### config.mk
export PLATFORM = sky130hd
export DESIGN_NAME = bcd_seq_ctrl
export DESIGN_NICKNAME = d
export VERILOG_FILES = /design/src/rtl/bcd_ctrl_pkg.sv /design/src/rtl/bcd_digit_step.sv /design/src/rtl/bcd_seq_ctrl.sv
export SDC_FILE = /design/constraint.sdc
export NUM_CORES = 1
export LEC_CHECK = 0
export ABC_AREA = 1
export BUFFER_PORTS_ARGS = -buffer_cell sky130_fd_sc_hd__buf_2
export CAP_MARGIN = 20
export CORE_MARGIN = 2
export CORE_UTILIZATION = 55
export CTS_BUF_LIST = sky130_fd_sc_hd__clkbuf_4 sky130_fd_sc_hd__clkbuf_8 sky130_fd_sc_hd__clkbuf_16
export CTS_CLUSTER_SIZE = 25
export DETAILED_ROUTE_END_ITERATION = 8
export PLACE_DENSITY = 0.78
export REMOVE_ABC_BUFFERS = 1
export SYNTH_ARGS = -nofsm -noshare
export SYNTH_HDL_FRONTEND = slang
export SYNTH_SLANG_ARGS = --single-unit
### constraint.sdc
create_clock -name clk -period 1.85 [get_ports clk]
set_input_delay 0.4625 -clock clk [delete_from_list [all_inputs] [get_ports clk]]
set_output_delay 0.4625 -clock clk [all_outputs]
set_load 0.02 [all_outputs]
### src/rtl/bcd_ctrl_pkg.sv
// Shared types and constants for the BCD count sequencer.
package bcd_ctrl_pkg;

  localparam int DIGIT_W = 4;
  localparam logic [DIGIT_W-1:0] BCD_MAX = 4'd9;
  localparam logic [DIGIT_W-1:0] BCD_MIN = 4'd0;

  typedef enum logic [1:0] {
    IDLE = 2'd0,
    LOAD = 2'd1,
    RUN  = 2'd2,
    DONE = 2'd3
  } state_t;

  // True when a nibble holds a legal decimal digit.
  function automatic logic bcd_legal(input logic [DIGIT_W-1:0] nib);
    return (nib <= BCD_MAX);
  endfunction

endpackage

### src/rtl/bcd_digit_step.sv
// Single BCD digit increment/decrement cell; cells ripple carry/borrow
// from the least significant digit upwards.
module bcd_digit_step
  import bcd_ctrl_pkg::*;
(
  input  logic [DIGIT_W-1:0] digit,
  input  logic               dir,
  input  logic               cin,
  output logic [DIGIT_W-1:0] digit_nxt,
  output logic               cout
);

  // Step the digit only when a carry/borrow arrives; >=9 wraps on the way up
  // so that illegal nibbles still roll over to 0.
  always_comb begin
    digit_nxt = digit;
    cout      = 1'b0;
    if (cin) begin
      if (dir) begin
        if (digit >= BCD_MAX) begin
          digit_nxt = BCD_MIN;
          cout      = 1'b1;
        end else begin
          digit_nxt = digit + 4'd1;
        end
      end else begin
        if (digit == BCD_MIN) begin
          digit_nxt = BCD_MAX;
          cout      = 1'b1;
        end else begin
          digit_nxt = digit - 4'd1;
        end
      end
    end
  end

endmodule

### src/rtl/bcd_seq_ctrl.sv
// Command-driven BCD up/down sequencer: loads a start value, steps it at a
// prescaled rate until it equals the target, then pulses done.
// Optional build macro BCD_CHECK_EN rejects commands carrying non-BCD nibbles
// and pulses err; without it err stays 0 and no check is made.
module bcd_seq_ctrl
  import bcd_ctrl_pkg::*;
#(
  parameter int DIGITS   = 4,
  parameter int TICK_DIV = 1
) (
  input  logic                  clk,
  input  logic                  clr,
  input  logic                  cmd_valid,
  output logic                  cmd_ready,
  input  logic                  cmd_dir,
  input  logic [4*DIGITS-1:0]   cmd_start,
  input  logic [4*DIGITS-1:0]   cmd_target,
  input  logic                  abort,
  output logic [4*DIGITS-1:0]   count,
  output logic                  busy,
  output logic                  done,
  output logic                  err
);

  localparam int CW = DIGIT_W * DIGITS;
  localparam int PW = (TICK_DIV > 1) ? $clog2(TICK_DIV) : 1;
  localparam logic [PW-1:0] PRE_LAST = PW'(TICK_DIV - 1);

  state_t          state;
  logic [PW-1:0]   presc;
  logic            dir_q;
  logic [CW-1:0]   target_q;
  logic [CW-1:0]   count_step;
  logic [DIGITS:0] carry;
  logic            cmd_fire;
  logic            cmd_illegal;

  assign cmd_ready = (state == IDLE);
  assign busy      = (state != IDLE);
  assign cmd_fire  = cmd_valid & cmd_ready;

  // Ripple chain: digit 0 always receives the step request.
  assign carry[0] = 1'b1;

  for (genvar d = 0; d < DIGITS; d++) begin : g_digit
    bcd_digit_step u_step (
      .digit     (count[d*DIGIT_W +: DIGIT_W]),
      .dir       (dir_q),
      .cin       (carry[d]),
      .digit_nxt (count_step[d*DIGIT_W +: DIGIT_W]),
      .cout      (carry[d+1])
    );
  end

`ifdef BCD_CHECK_EN
  // Flag a command if any start or target nibble is outside 0..9.
  always_comb begin
    cmd_illegal = 1'b0;
    for (int d = 0; d < DIGITS; d++) begin
      if (!bcd_legal(cmd_start[d*DIGIT_W +: DIGIT_W]) ||
          !bcd_legal(cmd_target[d*DIGIT_W +: DIGIT_W]))
        cmd_illegal = 1'b1;
    end
  end
`else
  assign cmd_illegal = 1'b0;
`endif

  // Sequencer FSM owning the count register, prescaler and latched command.
  always_ff @(posedge clk or posedge clr) begin
    if (clr) begin
      state    <= IDLE;
      count    <= '0;
      presc    <= '0;
      dir_q    <= 1'b0;
      target_q <= '0;
      done     <= 1'b0;
      err      <= 1'b0;
    end else begin
      done <= 1'b0;
      err  <= 1'b0;
      case (state)
        IDLE: begin
          if (cmd_fire) begin
            if (cmd_illegal) begin
              err <= 1'b1;
            end else begin
              dir_q    <= cmd_dir;
              target_q <= cmd_target;
              count    <= cmd_start;
              state    <= LOAD;
            end
          end
        end
        LOAD: begin
          presc <= '0;
          state <= abort ? IDLE : RUN;
        end
        RUN: begin
          if (abort) begin
            state <= IDLE;
          end else if (count == target_q) begin
            state <= DONE;
            done  <= 1'b1;
          end else if (presc == PRE_LAST) begin
            count <= count_step;
            presc <= '0;
          end else begin
            presc <= presc + PW'(1);
          end
        end
        DONE: begin
          state <= IDLE;
        end
        default: begin
          state <= IDLE;
        end
      endcase
    end
  end

endmodule
==> impl_metrics.json <==
{
  "p_comb_share_pct": 55.4,
  "grt_pass1_vias": 2314,
  "worst_clock_skew_ns": 0.00775,
  "via_per_inst": 5.22,
  "synth_top_area_cell": "dfrtp_1",
  "ys_ff_latch": 36,
  "die_h_um": 72.3,
  "std_cell_rows": 24,
  "worst_hold_slack_ns": 0.273,
  "synth_edf_count": 0,
  "rr_startpoint": "count[1]",
  "synth_top_family_by_area": "simple AND/OR/NAND/NOR gates",
  "drt_pre_antenna_iters": 4,
  "worst_ep_required_time_ns": 2.03,
  "internal-power_mw": 2.07,
  "grt_usage_pct": 25.7,
  "drive_gt1_share_pct": 24.7,
  "grt_overflow": 0,
  "path_max_fanout": 5,
  "p_switching_mw": 1.80,
  "clkSlewWorstSetupHoldPaths_ns": 0.08,
  "rr_endpoint": "count[11]",
  "power_frac_seq_pct": 30.2,
  "synth_area_um2": 2570,
  "cts_tree": "done",
  "antenna_found_initial": 0,
  "slew_viol_final": 0,
  "die_area_um2": 5230,
  "regArea_um2": 903,
  "drt-wirelength-per-cell_um": 13.1,
  "syn_inst": 384,
  "wirelength_mm": 6.64,
  "synthTopCellsByArea": "dfrtp_1, nand2_1, nor2_1",
  "drcViolationCount": 0,
  "clockBufferDepth": 2,
  "syn_to_final_growth_pct": 21.6,
  "hold_path.class": "primary input to async pin",
  "hold_viol": 0,
  "period_needed_ns": 1.72,
  "die_w_um": 72.3,
  "p_clk_share_pct": 14.4,
  "ir_drop_v": 0.000660,
  "synth_top_cells_by_count": "nand2_1, nor2_1, inv_1",
  "synth.top_cell.area_share_pct": 35.1,
  "swShare_pct": 46.6,
  "ys.warnings.count": 0,
  "synthXorXnorAreaFrac_pct": 3.75,
  "cp.arrival_ns": 1.90,
  "finalWorstSetupSlack_ns": 0.129,
  "core_um2": 4410,
  "crit_path_end_kind": "flip-flop",
  "multi_input_area_um2": 1480,
  "portBuffers": 55,
  "diodes": 0,
  "syn_area_per_cell_um2": 6.68,
  "vias": 2639,
  "synth.distinct_cells": 25,
  "setup_viol": 0,
  "ios": 57,
  "r2r_slack_ns": 0.13,
  "grt_pass1_wl_mm": 10.5,
  "cts_buffers": 5,
  "synth_compound_area_share_pct": 12.6,
  "clk-insertion-delay-late_ns": 0.29,
  "max-cap-violations": 0,
  "grt_max_degree": 37,
  "detail-route-antenna-nets": 0,
  "cts-root-buf": "clkbuf_8",
  "p_per_area_nw_per_um2": 1240,
  "num-fill-cells": 379,
  "max_clock_freq_mhz": 581,
  "ys_async_sr_fraction_pct": 100,
  "synth_adder_area_share_pct": 6.34,
  "leakage_nw": 1.74,
  "synth_ff_type": "dfrtp_1",
  "r2r_cells": 11,
  "yosysMostFrequentCell": "nand2_1",
  "setup_tns_ns": 0,
  "status": "finished clean",
  "clock-sinks": 36,
  "path_class": "flip-flop to flip-flop",
  "start_kind": "flip-flop",
  "post-route-period-util_pct": 93.0,
  "start_util_pct": 58.1,
  "yosys.area_share.simple_pct": 33.2,
  "finalNetCount": 504,
  "drt-initial-drc-count": 145,
  "htreeDepth": 2,
  "dp_slack_ns": 0.0396,
  "place_congestion": 0.875,
  "ys_seq_area_share_pct": 35.1,
  "hpwl_mm": 4.74,
  "synth_mux_area_share_pct": 0
}
## sequential cells by signal, indices dropped and copies added (netlist names)
| signal | flops |
|---|---|
| done | 1 |
| dir_q | 1 |
| target_q | 16 |
| count | 16 |
| state | 2 |
## metrics by stage
step | util, % | std cells | instance area, um2 | power [mW]
2_1_floorplan | - | 371 | 2500 | 2.52
3_3_place_gp | 67.6 | 497 | 2980 | 3.14
3_5_place_dp | 67.6 | 497 | 2980 | 3.20
4_1_cts | 69.5 | 504 | 3070 | 3.78
5_1_grt | 70.7 | 506 | 3120 | 4.20
6_report | 70.7 | 506 | 3120 | 3.87
## power groups by stage
stage / clock network (mW) / registers, mW / logic [mW]
after floorplan: 0 / 1.37 / 1.15
after global placement: 0 / 1.17 / 1.97
after detailed placement: 0 / 1.18 / 2.02
after CTS: 0.564 / 1.16 / 2.05
after global routing: 0.606 / 1.20 / 2.40
final: 0.557 / 1.17 / 2.14
## cells by family (layout without fill, tap and decap cells)
kind of cell               after synthesis  count (layout)
DFF                                     36              36
other                                    1               1
AOI/OAI and AO/OA                       59              59
buffers and inverters                   56             126
and+or+nand+nor                        208             208
xor gates and xnor gates                11              11
adders and majority gates               13              13
## critical path, cell delays in order (launching register included)
cell     delay (ns)
dfrtp_1        0.40
inv_1          0.09
ha_2           0.23
nand2_1        0.10
o21ai_2        0.19
nand2_1        0.11
nand2_1        0.11
nor2_2         0.06
nand3_2        0.12
nand2_2        0.09
nand2_1        0.07
nand2_1        0.05
## metal layers
layer  wire [um]  global-route usage, %  vias to the layer above
met3         420                   5.28                       12
li1            -                      -                     1355
met2        3260                   43.3                       93
met1        2880                   33.9                     1179
met4          81                   6.08                        0
met5           0                      0                        -
## cell type report
type	count	area share, %
repair buffers	76	13.9
flip-flops and latches	36	29.0
well taps	52	2.09
multi-input cells	292	47.3
clock inverters	1	0.160
clock buffers	6	2.45
inverters	43	5.17
## what timing repair did
item | in CTS | in global routing
buffers inserted | 0 | 2
pin swaps | 0 | 1
resized for setup | 1 | 16
hold buffers | 0 | 0
setup endpoints to repair | 3 | 12
## layout by cell type (no fill, tap or decap), types with 3 or more instances in the layout
| cell | instances |
|---|---|
| a21oi_1 | 25 |
| a31oi_1 | 8 |
| buf_2 | 55 |
| buf_4 | 21 |
| clkbuf_8 | 5 |
| dfrtp_1 | 34 |
| ha_1 | 10 |
| ha_2 | 3 |
| inv_1 | 38 |
| inv_2 | 5 |
| nand2_1 | 110 |
| nand2_2 | 9 |
| nand3_1 | 30 |
| nor2_1 | 50 |
| nor2_2 | 3 |
| o211ai_1 | 4 |
| o21ai_0 | 16 |
| o21ai_1 | 3 |
| o21ai_2 | 3 |
| xor2_1 | 10 |
## worst max-delay path by stage
stage,startpoint,to,depth (start not counted)
finish,count[1],count[11],11
floorplan,state[0],count[6],8
global placement,count[13],count[15],10
detailed placement,count[1],count[8],11
CTS,count[1],count[8],11
global route,count[1],count[13],12
Note: power is estimated with default switching activity, not from simulation.
